<file path="src/rtl/alu_muldiv_iter_pkg.sv">
// Shared definitions for the iterative multiply/divide unit:
// funct3 op encodings, FSM state encoding and op-class helpers.
package alu_muldiv_iter_pkg;

  localparam logic [2:0] OP_MUL    = 3'b000;
  localparam logic [2:0] OP_MULH   = 3'b001;
  localparam logic [2:0] OP_MULHSU = 3'b010;
  localparam logic [2:0] OP_MULHU  = 3'b011;
  localparam logic [2:0] OP_DIV    = 3'b100;
  localparam logic [2:0] OP_DIVU   = 3'b101;
  localparam logic [2:0] OP_REM    = 3'b110;
  localparam logic [2:0] OP_REMU   = 3'b111;

  typedef enum logic [1:0] {
    ST_IDLE = 2'd0,
    ST_CALC = 2'd1,
    ST_DONE = 2'd2
  } mdu_state_e;

  // Divide/remainder ops all have funct3[2] set.
  function automatic logic is_div(input logic [2:0] op);
    return op[2];
  endfunction

  // rs1 is interpreted as signed.
  function automatic logic is_signed_a(input logic [2:0] op);
    return (op == OP_MUL) || (op == OP_MULH) || (op == OP_MULHSU) ||
           (op == OP_DIV) || (op == OP_REM);
  endfunction

  // rs2 is interpreted as signed.
  function automatic logic is_signed_b(input logic [2:0] op);
    return (op == OP_MUL) || (op == OP_MULH) || (op == OP_DIV) || (op == OP_REM);
  endfunction

endpackage

</file>
<file path="src/rtl/alu_muldiv_datapath.sv">
// Iterative datapath: 2*XLEN accumulator plus operand register.
// Multiply: shift-add, accumulator = {partial product, multiplier}.
// Divide: restoring, accumulator = {partial remainder, dividend/quotient}.
// One result bit per step; acc_next exposes the value the next edge stores.
module alu_muldiv_datapath #(
  parameter int XLEN = 32
) (
  input  logic              clk,
  input  logic              rst,
  input  logic              load,
  input  logic              step,
  input  logic              is_div,
  input  logic [XLEN-1:0]   a_in,
  input  logic [XLEN-1:0]   b_in,
  output logic [2*XLEN-1:0] acc_next
);

  logic [2*XLEN-1:0] acc_q, acc_d;
  logic [XLEN-1:0]   opb_q, opb_d;
  logic [XLEN:0]     mul_sum;
  logic [XLEN:0]     rem_sh;
  logic [XLEN:0]     trial;

  // Load operands or perform one multiply/divide iteration.
  always_comb begin
    acc_d   = acc_q;
    opb_d   = opb_q;
    mul_sum = {1'b0, acc_q[2*XLEN-1:XLEN]} + (acc_q[0] ? {1'b0, opb_q} : '0);
    // Partial remainder shifted left with the next dividend bit; needs XLEN+1 bits.
    rem_sh  = acc_q[2*XLEN-1:XLEN-1];
    trial   = rem_sh - {1'b0, opb_q};
    if (load) begin
      acc_d = {{XLEN{1'b0}}, a_in};
      opb_d = b_in;
    end else if (step) begin
      if (is_div) begin
        acc_d = {(trial[XLEN] ? rem_sh[XLEN-1:0] : trial[XLEN-1:0]),
                 acc_q[XLEN-2:0], ~trial[XLEN]};
      end else begin
        acc_d = {mul_sum, acc_q[XLEN-1:1]};
      end
    end
  end

  assign acc_next = acc_d;

  // Accumulator and operand registers.
  always_ff @(posedge clk or posedge rst) begin
    if (rst) begin
      acc_q <= '0;
      opb_q <= '0;
    end else begin
      acc_q <= acc_d;
      opb_q <= opb_d;
    end
  end

endmodule

</file>
<file path="src/rtl/alu_muldiv_iter.sv">
// Multi-cycle RV32M/RV64M multiply/divide unit with valid/ready on both sides.
// Optional build macro: MDU_FAST_MUL_EN -- multiplies use a single-cycle
// combinational multiplier (IDLE->DONE on accept); division stays iterative.
// Handshake: a transfer happens on a rising edge where valid && ready; the
// producer holds data stable while valid is high and ready is low.
module alu_muldiv_iter
  import alu_muldiv_iter_pkg::*;
#(
  parameter int XLEN = 32
) (
  input  logic            clk,
  input  logic            rst,
  input  logic            flush,
  input  logic            in_valid,
  output logic            in_ready,
  input  logic [2:0]      op,
  input  logic [XLEN-1:0] in1,
  input  logic [XLEN-1:0] in2,
  output logic            out_valid,
  input  logic            out_ready,
  output logic [XLEN-1:0] out_result,
  output logic            busy,
  output logic [1:0]      dbg_state
);

  localparam int CNT_W = $clog2(XLEN);

  mdu_state_e        state_q, state_d;
  logic [2:0]        op_q, op_d;
  logic              sign_a_q, sign_a_d, sign_b_q, sign_b_d;
  logic [CNT_W-1:0]  cnt_q, cnt_d;
  logic [XLEN-1:0]   res_q, res_d;
  logic              dp_load, dp_step, dp_is_div;
  logic              accept, sa, sb, div_zero, div_ovf;
  logic [XLEN-1:0]   mag_a, mag_b;
  logic [2*XLEN-1:0] acc_next;

  // Sign-fix the unsigned magnitude result and pick the requested part.
  function automatic logic [XLEN-1:0] finish_result(input logic [2:0] f_op,
                                                    input logic f_sa, input logic f_sb,
                                                    input logic [2*XLEN-1:0] acc);
    logic [2*XLEN-1:0] prod;
    logic [XLEN-1:0]   quo, rem;
    prod = (f_sa ^ f_sb) ? -acc : acc;
    quo  = (f_sa ^ f_sb) ? -acc[XLEN-1:0] : acc[XLEN-1:0];
    rem  = f_sa ? -acc[2*XLEN-1:XLEN] : acc[2*XLEN-1:XLEN];
    case (f_op)
      OP_MUL:                       return prod[XLEN-1:0];
      OP_MULH, OP_MULHSU, OP_MULHU: return prod[2*XLEN-1:XLEN];
      OP_DIV, OP_DIVU:              return quo;
      default:                      return rem;
    endcase
  endfunction

  // Operand conditioning and special-case detection on the request inputs.
  always_comb begin
    sa       = is_signed_a(op) & in1[XLEN-1];
    sb       = is_signed_b(op) & in2[XLEN-1];
    mag_a    = sa ? -in1 : in1;
    mag_b    = sb ? -in2 : in2;
    div_zero = is_div(op) && (in2 == '0);
    div_ovf  = is_div(op) && !op[0] && (in1 == {1'b1, {(XLEN-1){1'b0}}}) && (in2 == '1);
  end

`ifdef MDU_FAST_MUL_EN
  logic signed [2*XLEN-1:0] fast_a, fast_b;
  logic [2*XLEN-1:0]        fast_p;
  logic [XLEN-1:0]          fast_res;
  // Single-cycle signed product over sign/zero-extended operands.
  always_comb begin
    fast_a   = {{XLEN{sa}}, in1};
    fast_b   = {{XLEN{sb}}, in2};
    fast_p   = fast_a * fast_b;
    fast_res = (op == OP_MUL) ? fast_p[XLEN-1:0] : fast_p[2*XLEN-1:XLEN];
  end
`endif

  assign in_ready = (state_q == ST_IDLE);
  assign accept   = in_valid && in_ready && !flush;

  // FSM next-state, operand capture and result register update.
  always_comb begin
    state_d   = state_q;
    op_d      = op_q;
    sign_a_d  = sign_a_q;
    sign_b_d  = sign_b_q;
    cnt_d     = cnt_q;
    res_d     = res_q;
    dp_load   = 1'b0;
    dp_step   = 1'b0;
    dp_is_div = is_div(op_q);
    case (state_q)
      ST_IDLE: begin
        if (accept) begin
          op_d      = op;
          sign_a_d  = sa;
          sign_b_d  = sb;
          dp_is_div = is_div(op);
          if (div_zero) begin
            res_d   = op[1] ? in1 : '1;
            state_d = ST_DONE;
          end else if (div_ovf) begin
            res_d   = op[1] ? '0 : in1;
            state_d = ST_DONE;
`ifdef MDU_FAST_MUL_EN
          end else if (!is_div(op)) begin
            res_d   = fast_res;
            state_d = ST_DONE;
`endif
          end else begin
            dp_load = 1'b1;
            cnt_d   = CNT_W'(XLEN - 1);
            state_d = ST_CALC;
          end
        end
      end
      ST_CALC: begin
        dp_step = 1'b1;
        if (cnt_q == '0) begin
          res_d   = finish_result(op_q, sign_a_q, sign_b_q, acc_next);
          state_d = ST_DONE;
        end else begin
          cnt_d = cnt_q - 1'b1;
        end
      end
      ST_DONE: begin
        if (out_ready) state_d = ST_IDLE;
      end
      default: state_d = ST_IDLE;
    endcase
    // A kill leaves the last result in place and returns to IDLE.
    if (flush) begin
      state_d = ST_IDLE;
      res_d   = res_q;
    end
  end

  // Control state registers.
  always_ff @(posedge clk or posedge rst) begin
    if (rst) begin
      state_q  <= ST_IDLE;
      op_q     <= '0;
      sign_a_q <= 1'b0;
      sign_b_q <= 1'b0;
      cnt_q    <= '0;
      res_q    <= '0;
    end else begin
      state_q  <= state_d;
      op_q     <= op_d;
      sign_a_q <= sign_a_d;
      sign_b_q <= sign_b_d;
      cnt_q    <= cnt_d;
      res_q    <= res_d;
    end
  end

  alu_muldiv_datapath #(.XLEN(XLEN)) u_datapath (
    .clk      (clk),
    .rst      (rst),
    .load     (dp_load),
    .step     (dp_step),
    .is_div   (dp_is_div),
    .a_in     (mag_a),
    .b_in     (mag_b),
    .acc_next (acc_next)
  );

  assign out_valid  = (state_q == ST_DONE);
  assign out_result = res_q;
  assign busy       = (state_q != ST_IDLE);
  assign dbg_state  = state_q;

endmodule

</file>
<file path="config.mk">
export PLATFORM = sky130hd
export DESIGN_NAME = alu_muldiv_iter
export DESIGN_NICKNAME = d
export VERILOG_FILES = /design/src/rtl/alu_muldiv_iter_pkg.sv /design/src/rtl/alu_muldiv_datapath.sv /design/src/rtl/alu_muldiv_iter.sv
export SDC_FILE = /design/constraint.sdc
export NUM_CORES = 1
export LEC_CHECK = 0
export CORE_ASPECT_RATIO = 1.4
export CORE_MARGIN = 2
export CORE_UTILIZATION = 52
export DETAILED_ROUTE_END_ITERATION = 16
export DONT_BUFFER_PORTS = 1
export GPL_TIMING_DRIVEN = 1
export MAX_ROUTING_LAYER = met4
export PLACE_DENSITY = 0.69
export SKIP_CTS_REPAIR_TIMING = 1
export SYNTH_ARGS = -nofsm -noshare
export SYNTH_HDL_FRONTEND = slang
export SYNTH_HIERARCHICAL = 1
export SYNTH_SLANG_ARGS = --single-unit
</file>
<file path="constraint.sdc">
create_clock -name clk -period 5.4 [get_ports clk]
set_input_delay 1.08 -clock clk [delete_from_list [all_inputs] [get_ports clk]]
set_output_delay 1.08 -clock clk [all_outputs]
set_load 0.02 [all_outputs]
</file>
### After elaboration in Yosys (flattened, before gate mapping)

Cells that the tools add are included.

* bits of input ports: 72
* output and inout port bits: 37
* logic and storage cells: 107
* flip-flop bits (word level): 140

* add/sub/neg operators: 8
* mux-type cells: 37
* bitwise operators: 5
* reductions and logical operators: 27
* eq/ne operators: 22

Operator list (count)
* $mux 32: 12
* $mux 64: 4
* $neg 32->32: 4
* $pmux 32 s3: 1
* $eq 32x32->1 const B: 2
* $neg 64->64: 1
* $pmux 32 s2: 1
* $add 32x33->33: 1
* $sub 33x32->33: 1
* $logic_not 32->1: 1
* $mux 5: 4
* $eq 3x3->1 const B: 4
* $mux 2: 6
* $pmux 5 s2: 1
* $reduce_and 5->1: 2
* $eq 3x2->1 const B: 3
* $ne 2x2->1 const B: 4
* $mux 1: 7
* $eq 3x1->1 const B: 2
* $logic_and 1x1->1: 6
* $logic_not 3->1: 2
* $logic_or 1x1->1: 6
* $ne 3x2->1 const B: 2
* $pmux 2 s3: 1
* other kinds (17): 21

### Depth between registers and ports, before layout

* depth in word-level cells: 14
* mapped depth: 25
* mapped depth without buffers: 22

### By module

Netlist, hierarchy kept.

By module, submodules not included
* alu_muldiv_datapath: instances 1, cells each 1061, area an instance 8280.4 sq um, sequential area each 2402.3 sq um
* alu_muldiv_iter: instances 1, cells each 960, area an instance 6789.0 sq um, sequential area each 1101.1 sq um

### Least setup slack after synthesis

Ideal clock, no wire load.

* path kind: input -> register
* start: input port in2[1]
* end: register res_q[30] (netlist: out_result[30])
* required time: 5.273 ns
* buffers on the path: 4
* setup time: 0.127 ns
* arrival time: 6.286 ns
* slack: -1.013 ns
* stages on the path: 21
* cell sequence: inv_1 ha_1 or4b_1 or4_1 nor3_4 a31o_2 a21oi_1 and2_1 clkbuf_1 clkbuf_1 clkbuf_1 nand2_1 o21ai_0 or4_4 or4_1 buf_2 or4b_1 a221oi_2 o21ai_1 a211oi_2 o31ai_1

* longest elaborated chain between the ends: 12
* elaborated cells on any way between the ends: 22
* classes of those cells: 3 x add/sub; 2 x eq/ne; 13 x mux; 4 x reduce/logical

Ends and longest elaborated chain
* start: declaration: line alu_muldiv_iter.sv:18 `input logic [XLEN-1:0] in2,`
* $eq 32x32->1: line alu_muldiv_iter.sv:62 `div_ovf = is_div(op) && !op[0] && (in1 == {1'b1, {(XLEN-1){1'b0}}}) && (in2 == '1);`
* $logic_and 1x1->1: line alu_muldiv_iter.sv:62
* $mux 1: line alu_muldiv_iter.sv:102 `end else if (div_ovf) begin`
* $mux 1 (*): line alu_muldiv_iter.sv:99 `if (div_zero) begin`
* $mux 1 (*): line alu_muldiv_iter.sv:94 `if (accept) begin`
* $mux 1 (*): line alu_muldiv_iter.sv:92 `case (state_q)`
* via dp_load: line alu_muldiv_iter.sv:33 `logic dp_load, dp_step, dp_is_div;`
* $mux 64 (*): line alu_muldiv_datapath.sv:32 `if (load) begin`
* via acc_next[24]: line alu_muldiv_iter.sv:36 `logic [2*XLEN-1:0] acc_next;`
* $neg 64->64 or $neg 32->32 (tied branches): line alu_muldiv_iter.sv:44, alu_muldiv_iter.sv:45
* $mux 64 or $mux 32 (tied branches): line alu_muldiv_iter.sv:44, alu_muldiv_iter.sv:45
* $pmux 32 s3 (*): line alu_muldiv_iter.sv:47 `case (f_op)`
* $mux 32 (*): line alu_muldiv_iter.sv:119 `if (cnt_q == '0) begin`
* $pmux 32 s2 (*): line alu_muldiv_iter.sv:92
* end signal: assignment: line alu_muldiv_iter.sv:153 `res_q <= res_d;`
* end: declaration: line alu_muldiv_iter.sv:32 `logic [XLEN-1:0] res_q, res_d;`

Mark *: on every way through the listed nets, which the timed path passes. The rest lies on a longest branch. The select of a mux whose other input is x is not followed.
A chain may end at the register's enable or synchronous reset.

### Final worst setup path

* start: input port in2[0]
* end: register res_q[16] (netlist: out_result[16])

The elaborated chain is that of the path after synthesis.

==> metrics.csv <==
metric,value,unit
I/O pin cnt,109,
area of the multi-input gates,0.0114,sq mm
unrepaired setup endpoints after global routing,yes,
Slew @ Worst Pin,1.07,ns
Worst Setup SP,in2[0],
f_max,184,MHz
Initial Util,52.9,%
sequential cell area,0.00350,sq mm
Synth area leader,dfrtp_1,
Rows,73,
Final HPWL DP,49.8,mm
Synth Flop Type,dfrtp_1,
clock transition at the registers of the reported paths,0.07,ns
"top cells by area, synth","dfrtp_1, o21ai_0, nand2_1",
Startpoint Class,input pin,
synthesized net count,2166,
"Slowest-stage cell, CP",or4_4,
CP max stage delay,0.52,ns
clk sink count,140,
synth unique cells,96,
CP Cell Sequence,inv_4 -> ha_4 -> or4b_4 -> or4_4 -> nor3_4 -> a31o_4 -> a21oi_4 -> and2_4 -> a22o_1 -> inv_2 -> ha_4 -> or3b_4 -> or4_4 -> buf_8 -> nor4_4 -> buf_6 -> a21oi_4 -> o41ai_2 -> a21oi_1 -> a221oi_2,
"Seq/Total Area, Yosys",23.2,%
# port buffers,0,
worst setup margin,-0.0418,ns
failing checks,setup timing,
worst r2r path cells,23,
Max Cap Viol,0,
utilization after layout,66.8,%
initial antenna violation count,0,
GP Congestion,1.02,
CTS root buf,clkbuf_16,
status,"complete, but fails checks",
pin count of the biggest net entering global routing,84,
most frequent cell after synthesis,nand2_1,
Final Critical Period,5.44,ns
hold depth,1,
Final Skew,0.0179,ns
"Remaining Overflow, GRT",0,
final wirelength,66.2,mm
Mapped Area,0.0151,sq mm
ys async rst share,100,%
area grow syn2layout,26.4,%
wire length per cell,24.9,microns
# H-tree levels,4,
antenna violation net count after detailed routing,0,
top cell type's share of synthesized area,23.2,%
R2R Setup Slk,0.05,ns
CTS Buf Count,17,
Critical Path RT,5.76,ns
Residual DRC,0,
Die X,148,microns
later-pin clock latency in the skew report,0.46,ns
Slew headroom,28.6,%
#FFs+latches synth,140,
Fillers,2478,
# nets final,2413,
vias in the first global route,17063,
worst setup path end,out_result[16],
deepest clock path buffer count,2,
FF-to-FF Start,u_datapath/acc_q[31],
total global-route track usage,43.4,%
Hold WC Path Type,flop to flop,
Tcrit/Tclk final,101,%
CTS tree,done,
DRT Pass-1 Iters,6,
fin. max-slew vios,0,
layout cells sized above 1,23.1,%
CP Class,input pin to flop,
reg2reg end,out_result[16],
Avg Vias per Cell,6.56,
synth warn,6,
initial DRC count,1410,
WP data arrival,5.80,ns
Synth top cells by count,"nand2_1, o21ai_0, nor2_1, a21oi_1, dfrtp_1",
first-pass GRT wire length,97.5,mm
Post-synth EDFFs,0,
Core ar.,0.0285,sq mm
Syn Inst Count,2021,
synthesized area per cell,7.46,sq um
crit path capture type,flop,
die height,205,microns
# setup viols final,2,
via count,17437,
DIE AREA,0.0304,sq mm
Final Hold Fails,0,
worst-path maximum fanout,8,
==> per-stage QoR <==
step                TNS (ns)  instances  cell area (sq um)  setup slack [ns]  hold WS [ns]
floorplan             -10.54       2021              15300            -0.524         0.464
global placement      -28.97       2592              17700             -1.06         0.493
detailed placement    -31.28       2592              17700             -1.14         0.506
CTS                   -16.71       2624              18300            -0.671         0.515
global route          -0.740       2656              19000            -0.193         0.546
finish               -0.0585       2658              19000           -0.0418         0.523
==> cells in the final DEF, fill, tap and decap left out, drive strengths merged, types with 28 or more instances in the layout <==
master  instances
o21ai         221
nor3           67
a21oi         144
nand4          35
o31ai          41
nor2          162
dfrtp         140
or4            28
mux2i          44
xor2           76
inv            71
and2           43
xnor2          80
ha             71
nand2         249
a211oi         29
nor4           31
buf           348
a21o           38
==> worst min path at each step <==
stage	start	endpoint	slack, ns
global route	cnt_q[3]	cnt_q[3]	0.55
floorplan	cnt_q[3]	cnt_q[3]	0.46
global placement	cnt_q[3]	cnt_q[3]	0.49
detailed placement	cnt_q[3]	cnt_q[3]	0.51
CTS	cnt_q[3]	cnt_q[3]	0.51
finish	cnt_q[3]	cnt_q[3]	0.52
==> layer usage <==
layer / track usage, % / vias up / part of all wire, %
met5: - / - / 0
met4: 32.2 / 0 / 9.1
met3: 7.07 / 296 / 8.0
met2: 71.5 / 969 / 47
met1: 47.2 / 8276 / 36
li1: - / 7896 / -
==> cells by family after synthesis <==
group / Yosys count / share of synthesized area, %
flops: 140 / 23.2
simple gates: 735 / 24.1
fa+ha+maj: 93 / 7.49
buf+inv: 194 / 5.06
compound gates: 651 / 27.5
mux: 52 / 3.52
xor+xnor: 156 / 9.07
==> registers in the layout, summed over array words and instances, names as in the netlist <==
name and count:
dbg_state 2, sign_b_q 1, sign_a_q 1, op_q 3, out_result 32, cnt_q 5, u_datapath/acc_q 64, u_datapath/opb_q 32
==> critical path, delay by kind of cell <==
kind / cells / cell delay [ns]
AND/OR/NAND/NOR: 7 / 2.74
AO/OA/AOI/OAI: 7 / 1.26
buffers and inverters: 4 / 0.48
adder cells (fa/ha/maj): 2 / 0.24
==> cell type report <==
type / instances / area share (%)
inverters: 70 / 1.48
clock buffers: 19 / 2.33
flip-flops and latches: 140 / 18.4
diodes: 2 / 0.0263
repair buffers: 350 / 14.5
well taps: 375 / 2.46
clock inverters: 13 / 0.749
multi-input cells: 1689 / 60.1
Power is not shown: default switching activity piles up to over one toggle a cycle in this logic, so the estimate is an artifact.
==> edit 1: new RTL, same flow settings <==
`XLEN` is set to 32 in 2 places; all go to 16.
--- a/src/rtl/alu_muldiv_datapath.sv
+++ b/src/rtl/alu_muldiv_datapath.sv
@@ -4,5 +4,5 @@
 // One result bit per step; acc_next exposes the value the next edge stores.
 module alu_muldiv_datapath #(
-  parameter int XLEN = 32
+  parameter int XLEN = 16
 ) (
   input  logic              clk,
--- a/src/rtl/alu_muldiv_iter.sv
+++ b/src/rtl/alu_muldiv_iter.sv
@@ -7,5 +7,5 @@
   import alu_muldiv_iter_pkg::*;
 #(
-  parameter int XLEN = 32
+  parameter int XLEN = 16
 ) (
   input  logic            clk,
Interface: changed (resized in1, in2 and out_result); port bits go from 109 to 61. The function was not compared with the original's and may differ.
==> edit 1 against the unedited design <==
  * Clock skew decreased by 0.011 ns
  * Sequential cell count decreased by 65
  * Hold slack got worse by 0.018 ns
  * Synthesized area decreased by 49%
  * Design area decreased by 55%
  * Count of clock-buffer cells in the layout decreased by 10
  * Global-route usage decreased by 9.1 points
  * Wire length decreased by 61%
  * Worst setup slack improved by 0.29 ns
  * Maximum frequency increased by 5.6%
  * Largest cell class unchanged
Power is left out: the tool's default activity adds up to more than one toggle a clock period on the data nets, which glitch-free logic cannot reach.
==> edit 1: results (changes against the unedited design) <==
Critical-path top delay cell -> a2111oi_2
pre-CTS WS -> 0.0731 ns (+1.22 ns)
ys flop type -> dfrtp_1
register area share after synthesis -> 0.242 (+0.00942)
Cell variety after synth -> 83 (-14%)
initial antenna violation count -> 0 (unchanged)
synth cell count leaders -> 108 x nor2_1, 86 x nand2_1, 75 x dfrtp_1
Worst EP arrival -> 5.38 ns (-0.42 ns)
Largest register FFs -> 32 (-50%)
Fillers -> 1343 (-46%)
Reg2Reg Depth -> 18 (-22%)
drt total wl -> 26.1 mm (-61%)
final layout net count -> 1090 (-55%)
Tot GR Track Use -> 0.343 (-0.0913)
Clock Latency Late Sink -> 0.35 ns (-0.11 ns)
largest net degree at the start of global routing -> 49 (-42%)
layout cell share with drive strength beyond 1 -> 0.122 (-0.109)
vias in the first global route -> 7830 (-54%)
Worst Hold Endpoint -> cnt_q[3]
FP Rows -> 52 (-29%)
I/O Buffers -> 0 (unchanged)
status -> finished, final reports clean
first-pass GRT wire length -> 41.2 mm (-58%)
Longest Clk Path Bufs -> 2 (unchanged)
clk_skew -> 0.00731 ns (-0.0105 ns)
Worst R2R Start -> u_datapath/acc_q[15]
routability congestion estimate -> 0.994 (-2.6%)
drt first pass iters -> 6 (unchanged)
final worst slack -> 0.245 ns (+0.287 ns)
Antenna Cells -> 0 (-2)
clock-pin slew on the worst setup and hold paths -> 0.07 ns (about the same)
DR vias/cell -> 6.53 (-0.47%)
CP max stage delay -> 0.79 ns (+0.27 ns)
most area-consuming cells after synthesis -> dfrtp_1 24%, ha_1 6.1%, nor2_1 5.2%
TritonCTS buffer count -> 9 (-8)
Worst-Margin Slew -> 1.08 ns (+0.0114 ns)
htree depth -> 3 (-1)
RR Endpoint -> out_result[7]
HPWL after detailed placement -> 20.3 mm (-59%)
DRT iter0 DRCs -> 635 (-55%)
edit 1: critical path, delay by kind of cell (launching register included):
family,cells,cell delay (ns)
AO/OA/AOI/OAI,8,2.55
AND/OR/NAND/NOR,4,0.74
adder cells (fa/ha/maj),2,0.62
XOR/XNOR,1,0.38
flip-flops,1,0.36
buffers and inverters,2,0.30
multiplexers,1,0.09
edit 1: how the worst max path moves through the flow:
stage | endpoint | start
after floorplan | out_result[2] | in1[5]
after CTS | out_result[7] | u_datapath/acc_q[15]
after detailed placement | out_result[5] | in1[5]
final | out_result[7] | u_datapath/acc_q[15]
after global placement | out_result[5] | in1[5]
after global routing | out_result[10] | u_datapath/acc_q[15]
edit 1: kinds of logic after synthesis:
kind of cell    Yosys count  share of synthesized area
compound gates          290                      0.253
simple gates            350                      0.227
flops                    75                      0.242
fa+ha+maj                47                     0.0755
mux                      45                     0.0602
xor+xnor                 78                     0.0905
buf+inv                 105                     0.0522
edit 1: area by class of cell:
type	instances	area (um2)	area share
Sequential cell	75	1880	0.218
Clock inverter	7	101	0.0118
Inverter	49	184	0.0213
Tap cell	189	236	0.0274
Multi-Input combinational cell	810	5510	0.639
Timing Repair Buffer	65	488	0.0566
Clock buffer	9	225	0.0261
edit 1: per-stage QoR:
step                hold slack [ns]  cell area (um2)  std cells
floorplan                     0.444             7760        990
global placement              0.488             8250       1183
detailed placement            0.491             8250       1183
CTS                           0.503             8580       1199
global route                  0.538             8620       1204
finish                        0.505             8620       1204
edit 1: layer usage:
layer	part of all wire	routed length [um]	track usage
met1	0.38	9870	0.372
met2	0.51	13300	0.598
met3	0.055	1430	0.0486
met4	0.059	1540	0.184
met5	0	0	-
==> edit 2: new RTL, config.mk and constraints unchanged <==
Made on the original files. Register the output `dbg_state` once more; this adds one clock of latency there. The other outputs are not delayed to match.
--- a/src/rtl/alu_muldiv_iter.sv
+++ b/src/rtl/alu_muldiv_iter.sv
@@ -169,5 +169,7 @@
   assign out_result = res_q;
   assign busy       = (state_q != ST_IDLE);
-  assign dbg_state  = state_q;
+  always_ff @(posedge clk) begin
+    dbg_state <= state_q;
+  end
 
 endmodule
Function: changed (Yosys sat finds a counterexample within 4 cycles, from zero or initial values and one cycle with rst high).
==> edit 2 against the unedited design <==
  * Worst setup slack better by 0.20 ns
  * Sequential cell count up 2
  * Largest cell class unchanged
  * Synthesized area up 1.3%
  * Critical endpoint is now out_result[21]
  * Wire length down 0.29%
  * Critical path depth up 2
  * Design area down 1.7%
==> edit 2: results (changes against the unedited design) <==
DRT iter0 DRCs -> 1417 (+0.50%)
routability congestion estimate -> 1.03 (+0.97%)
R2R setup slack -> 0.16 ns (+0.11 ns)
largest net degree at the start of global routing -> 68 (-19%)
synth cell count leaders -> 253 x nand2_1, 209 x o21ai_0, 154 x a21oi_1
RR Endpoint -> out_result[21]
Longest Clk Path Bufs -> 2 (unchanged)
met3 Use GR -> 0.0741 (+0.00333)
min-delay src -> state_q[1]
Worst Hold Endpoint -> dbg_state[1]
DR top layer -> met4
CTS Root Cell -> clkbuf_16
Worst EP arrival -> 5.59 ns (-0.21 ns)
layout cell share with drive strength beyond 1 -> 0.203 (-0.0277)
WHS -> 0.458 ns (-0.0644 ns)
Cell variety after synth -> 99 (+3.1%)
syn nets -> 2192 (+1.2%)
drt total wl -> 66.0 mm (-0.29%)
Inst Count DP -> 2606 (+0.54%)
CP startpoint -> u_datapath/acc_q[31]
final slew viol count -> 0 (unchanged)
DR vias/cell -> 6.54 (-0.24%)
most area-consuming cells after synthesis -> dfrtp_1 23%, o21ai_0 6.9%, nand2_1 6.2%
hold depth -> 0 (-1)
post-route ant nets -> 0 (unchanged)
Tot GR Track Use -> 0.437 (+0.00275)
Max VDD drop -> 257 uV
ys flop type -> dfrtp_1
initial antenna violation count -> 1 (+1)
met2 GRT Util -> 0.719 (+0.00363)
syn_area_per_cell -> 7.46 um2 (about the same)
GR Layer Usage met1 -> 0.474 (+0.00188)
vias in the first global route -> 17000 (-0.63%)
Startpoint Class -> flop
status -> finished, final reports clean
Reg2Reg Depth -> 22 (-4.3%)
Avg WL per Cell -> 24.9 um (about the same)
drt first pass iters -> 6 (unchanged)
CP endpoint kind -> flop
htree depth -> 4 (unchanged)
Clock Latency Late Sink -> 0.47 ns
Largest register FFs -> 64 (unchanged)
asr flop ratio synth -> 0.986 (-0.0141)
final layout net count -> 2399 (-0.58%)
Worst-Margin Slew -> 1.04 ns (-0.0319 ns)
first-pass GRT wire length -> 98.3 mm (+0.86%)
HPWL after detailed placement -> 51.2 mm (+2.9%)
number of synthesis warnings -> 6 (unchanged)
clock-pin slew on the worst setup and hold paths -> 0.07 ns (about the same)
WL met3 -> 4.55 mm (-14%)
clk_skew -> 0.0197 ns (+0.00183 ns)
I/O Buffers -> 0 (unchanged)
met2 wire length -> 30.9 mm (-0.60%)
register area share after synthesis -> 0.232 (-0.000388)
crit-path max FO -> 7 (-1)
met1 wire length -> 24.5 mm (+2.7%)
Largest Register -> u_datapath/acc_q
==> edit 2: cell type report <==
type	count	area, um2
Antenna cell	1	2.50
Clock buffer	18	429
Clock inverter	14	181
Fill cell	2586	10300
Inverter	76	308
Multi-Input combinational cell	1702	11300
Sequential cell	142	3540
Tap cell	380	475
Timing Repair Buffer	315	2440
==> edit 2: where the power goes <==
group	switching (uW)	total, uW	internal [uW]
combinational	3870	6650	2780
clock	559	1300	737
sequential	496	1890	1400
total	4930	9840	4910
==> edit 2: critical path, stage by stage, from the launching register on <==
cell,delay (ns)
dfrtp_1,0.38
inv_1,0.08
ha_2,0.21
fa_2,0.23
nand2b_1,0.14
a21o_1,0.16
a21oi_1,0.07
buf_4,0.15
o311a_4,0.41
o2111a_1,0.28
o221ai_4,0.20
buf_12,0.18
o211ai_1,0.10
a22o_1,0.25
or4_1,0.49
or4_4,0.53
buf_4,0.18
o21ai_0,0.23
buf_4,0.16
xor2_1,0.16
o22ai_1,0.12
a211oi_2,0.29
o21ai_1,0.11
==> edit 2: stage by stage <==
| step | instance area [um2] | utilization | setup WS, ns |
|---|---|---|---|
| 2_1_floorplan | 15400 | - | -0.390 |
| 3_3_place_gp | 17700 | 0.608 | -0.778 |
| 3_5_place_dp | 17700 | 0.608 | -0.806 |
| 4_1_cts | 18300 | 0.629 | -0.725 |
| 5_1_grt | 18700 | 0.644 | -0.0198 |
| 6_report | 18700 | 0.644 | 0.157 |
==> edit 2: logic make-up (layout without fill, tap and decap cells) <==
logic type               after synthesis  after routing  synth area share
AO/OA/AOI/OAI                        668            668             0.282
XOR/XNOR                             151            151            0.0866
adder cells (fa/ha/maj)               94             94            0.0746
buffers and inverters                203            423            0.0534
flip-flops                           142            142             0.232
multiplexers                          45             45            0.0300
other                                  0              1                 0
AND/OR/NAND/NOR                      744            744             0.242
